## src/rtl/or1200_vlx_packer.sv

```systemverilog
// Variable-length code packer: MSB-first accumulator draining bytes to memory,
// with optional JPEG 0xFF stuffing and a pad-with-ones flush.
module or1200_vlx_packer #(
    parameter int MAX_BITS = 32,
    parameter int ACC_W    = 64,
    parameter int STUFF_EN = 1,
    parameter int ADDR_W   = 32,
    localparam int LW = $clog2(MAX_BITS + 1),
    localparam int FW = $clog2(ACC_W + 1)
) (
    input  logic              clk_i,
    input  logic              rst_i,
    input  logic              put_valid_i,
    input  logic [MAX_BITS-1:0] put_bits_i,
    input  logic [LW-1:0]     put_len_i,
    input  logic              flush_i,
    input  logic              set_addr_i,
    input  logic [ADDR_W-1:0] addr_i,
    input  logic              ack_i,
    output logic              put_ready_o,
    output logic              stall_cpu_o,
    output logic              store_byte_o,
    output logic [ADDR_W-1:0] vlx_addr_o,
    output logic [7:0]        dat_o,
    output logic [FW-1:0]     fill_o,
    output logic              flush_done_o
);

    typedef enum logic [2:0] {IDLE, STORE, STUFF, FLUSH_PAD, FLUSH_DRAIN} state_t;

    localparam logic [FW-1:0] RDY_MAX = FW'(ACC_W - MAX_BITS);
    localparam logic [FW-1:0] F8      = FW'(8);
    localparam logic [FW-1:0] F16     = FW'(16);
    localparam logic [FW-1:0] FACC    = FW'(ACC_W);

    state_t            state, state_n;
    logic [ACC_W-1:0]  acc, acc_n, code;
    logic [FW-1:0]     fill, fill_n;
    logic [ADDR_W-1:0] addr_n;
    logic [7:0]        dat_n;
    logic              done_n, flush_req, req_n, draining, drain_n;
    logic              put_acc, flush_new, shift;
    logic [2:0]        pad;

    // Valid bits sit left-aligned at the top of acc; the top byte goes out first.
    assign put_ready_o  = (fill <= RDY_MAX) && !draining;
    assign stall_cpu_o  = (put_valid_i && !put_ready_o) || draining;
    assign store_byte_o = (state == STORE) || (state == STUFF);
    assign fill_o       = fill;
    assign put_acc      = put_valid_i && put_ready_o && (put_len_i != '0);
    assign flush_new    = flush_i && !draining && !flush_req;
    assign pad          = 3'd0 - fill[2:0];
    assign code         = ACC_W'(put_bits_i)
                        & ((ACC_W'(1) << put_len_i) - ACC_W'(1));

    always_comb begin
        state_n = state;
        acc_n   = acc;
        fill_n  = fill;
        addr_n  = vlx_addr_o;
        dat_n   = dat_o;
        done_n  = 1'b0;
        req_n   = flush_req;
        drain_n = draining;
        shift   = 1'b0;
        unique case (state)
            IDLE: begin
                if (set_addr_i && fill == '0)
                    addr_n = addr_i;
                if (flush_new || flush_req) begin
                    req_n = 1'b0;
                    if (fill == '0 && !put_acc) begin
                        done_n = 1'b1;
                    end else begin
                        state_n = FLUSH_PAD;
                        drain_n = 1'b1;
                    end
                end else if (fill >= F8) begin
                    dat_n   = acc[ACC_W-1 -: 8];
                    state_n = STORE;
                end
            end
            STORE: begin
                if (flush_new)
                    req_n = 1'b1;
                if (ack_i) begin
                    shift  = 1'b1;
                    addr_n = vlx_addr_o + 1'b1;
                    if (STUFF_EN != 0 && dat_o == 8'hFF) begin
                        dat_n   = 8'h00;
                        state_n = STUFF;
                    end else if (fill >= F16) begin
                        dat_n = acc[ACC_W-9 -: 8];
                    end else begin
                        state_n = draining ? FLUSH_DRAIN : IDLE;
                    end
                end
            end
            STUFF: begin
                if (flush_new)
                    req_n = 1'b1;
                // The stuffed byte's source was already shifted out on its own ack.
                if (ack_i) begin
                    addr_n = vlx_addr_o + 1'b1;
                    if (fill >= F8) begin
                        dat_n   = acc[ACC_W-1 -: 8];
                        state_n = STORE;
                    end else begin
                        state_n = draining ? FLUSH_DRAIN : IDLE;
                    end
                end
            end
            FLUSH_PAD: begin
                acc_n   = acc | (((ACC_W'(1) << pad) - ACC_W'(1))
                                 << (FACC - fill - FW'(pad)));
                fill_n  = fill + FW'(pad);
                state_n = FLUSH_DRAIN;
            end
            FLUSH_DRAIN: begin
                if (fill == '0) begin
                    done_n  = 1'b1;
                    drain_n = 1'b0;
                    state_n = IDLE;
                end else begin
                    dat_n   = acc[ACC_W-1 -: 8];
                    state_n = STORE;
                end
            end
            default: state_n = IDLE;
        endcase
        if (shift) begin
            acc_n  = acc_n << 8;
            fill_n = fill_n - F8;
        end
        if (put_acc) begin
            acc_n  = acc_n | (code << (FACC - fill_n - FW'(put_len_i)));
            fill_n = fill_n + FW'(put_len_i);
        end
    end

    always_ff @(posedge clk_i or posedge rst_i) begin
        if (rst_i) begin
            state        <= IDLE;
            acc          <= '0;
            fill         <= '0;
            vlx_addr_o   <= '0;
            dat_o        <= '0;
            flush_done_o <= 1'b0;
            flush_req    <= 1'b0;
            draining     <= 1'b0;
        end else begin
            state        <= state_n;
            acc          <= acc_n;
            fill         <= fill_n;
            vlx_addr_o   <= addr_n;
            dat_o        <= dat_n;
            flush_done_o <= done_n;
            flush_req    <= req_n;
            draining     <= drain_n;
        end
    end

endmodule
```

## config.mk

```make
export PLATFORM = sky130hd
export DESIGN_NAME = or1200_vlx_packer
export DESIGN_NICKNAME = d
export VERILOG_FILES = /design/src/rtl/or1200_vlx_packer.sv
export SDC_FILE = /design/constraint.sdc
export NUM_CORES = 1
export LEC_CHECK = 0
export CELL_PAD_IN_SITES_DETAIL_PLACEMENT = 0
export CELL_PAD_IN_SITES_GLOBAL_PLACEMENT = 1
export CORE_ASPECT_RATIO = 1.1
export CORE_UTILIZATION = 48
export CTS_BUF_LIST = sky130_fd_sc_hd__clkbuf_8
export DETAILED_ROUTE_END_ITERATION = 10
export PLACE_DENSITY = 0.93
export SYNTH_ARGS = -nofsm -noshare
export SYNTH_HDL_FRONTEND = slang
export SYNTH_SLANG_ARGS = --single-unit
```

## constraint.sdc

```tcl
create_clock -name clk_i -period 14.6 [get_ports clk_i]
set_clock_uncertainty 0.2 [all_clocks]
set_input_delay 2.92 -clock clk_i [delete_from_list [all_inputs] [get_ports clk_i]]
set_output_delay 2.92 -clock clk_i [all_outputs]
set_load 0.05 [all_outputs]
```

==> impl_metrics.json <==
{
  "setup_tns_ps": 0,
  "synth-seq-cells": 117,
  "postLayoutCellArea_um2": 14320,
  "placementRows": 61,
  "cp_max_fo": 14,
  "synth-simple-area-share": 0.2229,
  "postCtsHoldBufs": 0,
  "crit_family": "simple AND/OR/NAND/NOR gates",
  "period_share": 0.5413,
  "mostFrequentLayoutCells": "nand2_1 (169), a21oi_1 (134), clkdlybuf4s50_1 (126), nor2_1 (125), o21ai_0 (125)",
  "diodes": 0,
  "seq_area_um2": 2928,
  "yosys_warnings": 0,
  "synth-edff-count": 0,
  "grt_max_degree": 70,
  "worst_slew_pin_slew_ps": 1108,
  "critPathLaunchType": "input pin",
  "synth_cells": 1663,
  "synthMuxAreaShare": 0.05503,
  "rsz0062_at_grt": "no",
  "drtIter0Drc": 1667,
  "io_pins": 127,
  "start_util": 0.4932,
  "area_growth_syn_to_layout_pct": 13.91,
  "cts_tree": "built",
  "n_fill_cell": 2484,
  "syn-num-nets": 1787,
  "critPathBufInv": 3,
  "critPathArrivalTime_ps": 8070,
  "postCtsResizedCells": 0,
  "placed_cells": 2026,
  "clk_pin_slew_ps": 80,
  "place_hpwl_mm": 34.13,
  "drt-total-wl_mm": 46.34,
  "syn_area_per_cell_um2": 7.561,
  "synth_xor_area_frac": 0.01911,
  "maxSlewHeadroom": 0.2561,
  "cts_setup_buffers": 0,
  "drv_cap": 0,
  "period_minus_slack_ps": 7903,
  "grt_overflow_total": 0,
  "grt_pass1_vias": 12800,
  "critPathKind": "input pin to flip-flop",
  "final_common_cell": "nand2_1",
  "final_cells": 2058,
  "h-tree-depth": 4,
  "finalNetCount": 1823,
  "post_dp_cell_area_um2": 13940,
  "maxSlewViolCount": 0,
  "path_cells": "clkdlybuf4s50_1 > inv_1 > nor2_4 > xnor2_1 > inv_1 > ha_1 > ha_1 > a21o_1 > a21oi_1 > xor2_1 > and2_1 > nand2_1 > nor2_1 > a22oi_1 > o211ai_1",
  "ant_nets": 0,
  "hold_slack_ps": 321.5,
  "worst_setup_path_end_kind": "flip-flop",
  "dieArea_um2": 26850,
  "status": "complete, no violations",
  "ys.flop_type": "dfrtp_1",
  "crit_slowest_cell": "xor2_1",
  "crit_path_max_incr_delay_ps": 780,
  "remaining_drc_errors": 0,
  "detail_route.first_pass.iterations": 9,
  "async_flop_share": 1.000,
  "gp_congestion": 1.016,
  "grt_pass1_wl_mm": 71.93,
  "clockRootBuffer": "clkbuf_8",
  "setup_viol": 0,
  "synth_fa_ha_area_frac": 0.05015,
  "track_usage": 0.3436,
  "drive_gt1_frac": 0.08470,
  "antenna_found_initial": 0,
  "cts_buffers": 17,
  "synth_top_family_by_area": "compound AO/OA/AOI/OAI gates",
  "synth_cell_type_count": 108,
  "fp.dieH_um": 171.7,
  "synth_compound_area_frac": 0.3591,
  "coreArea_um2": 25490,
  "die_w_um": 156.3,
  "hold_viol": 0,
  "multi_input_area_um2": 8932,
  "vias_per_cell": 6.747,
  "required_ps": 14770,
  "clock_latency_ps": 460,
  "max_freq_ghz": 0.1265,
  "routedWlPerCell_um": 22.52,
  "synth_area_um2": 12570,
  "vias": 13890,
  "clock-sinks": 117,
  "portBuffers": 126,
  "yosysSeqAreaShare": 0.2329,
  "hold_class": "flip-flop to flip-flop",
  "clk_path_buf_depth": 2
}
[final timing paths]
| check | cells after the start | slack, ps | endpoint | from |
|---|---|---|---|---|
| max | 15 | 6700 | acc[44] | ack_i |
| min | 2 | 320 | acc[52] | acc[44] |
| max reg2reg | 20 | 8100 | acc[3] | fill_o[0] |
| min reg2reg | 2 | 320 | acc[52] | acc[44] |
| max in group asynchronous | 3 | 10130 | fill_o[6] | rst_i |
| min in group asynchronous | 2 | 2700 | vlx_addr_o[9] | rst_i |
[synthesized netlist by cell type, drive strengths merged (23+ instances only)]
library cell	instances	share of area
nand2	169	0.050
o21ai	139	0.056
a21oi	134	0.053
nor2	128	0.039
dfrtp	117	0.23
clkbuf	100	0.030
nand3	63	0.025
nor3	52	0.021
inv	46	0.014
ha	44	0.044
o22ai	43	0.022
o211ai	41	0.025
buf	37	0.017
mux2i	35	0.028
a31oi	28	0.014
mux2	28	0.025
a211oi	25	0.015
a21o	23	0.014
nor2b	23	0.011
o221ai	23	0.016
[area by class of cell]
cell class | count | share of cell area
Clock buffer | 17 | 0.01634
Timing Repair Buffer | 154 | 0.1027
Clock inverter | 15 | 0.01013
Tap cell | 346 | 0.03023
Multi-Input combinational cell | 1362 | 0.6237
Sequential cell | 117 | 0.2044
Inverter | 47 | 0.01249
[routing by layer]
metal	GRT usage	vias up	wire (um)
met4	0.1893	0	2619
met5	0	-	0
met1	0.4514	6511	19050
met3	0.06778	147	4221
met2	0.5291	825	20440
li1	-	6402	-
[sequential cells by signal, indices dropped and copies added, names as in the netlist]
name and flops:
acc 64, dat_o 8, draining 1, fill_o 7
flush_done_o 1, flush_req 1, state 3, vlx_addr_o 32
[cells by family (layout without fill, tap and decap cells)]
family | after synthesis | in the layout
buffers and inverters | 184 | 233
multiplexers | 64 | 64
adder cells (fa/ha/maj) | 48 | 48
AO/OA/AOI/OAI | 656 | 656
XOR/XNOR | 25 | 25
flip-flops | 117 | 117
AND/OR/NAND/NOR | 569 | 569
[worst min-delay path: cells and delay by family (launching register included)]
family / cells / cell delay (ps)
AND/OR/NAND/NOR: 1 / 60
flip-flops: 1 / 360
AO/OA/AOI/OAI: 1 / 70
[metrics by stage]
step	setup slack [ps]	utilization
after floorplan	8041	-
after global placement	6548	0.5470
after detailed placement	6319	0.5470
after CTS	6785	0.5618
after global routing	6450	0.5618
final	6697	0.5618
Power is left out: the tool's default activity adds up to more than one toggle a clock period on the data nets, which glitch-free logic cannot reach.
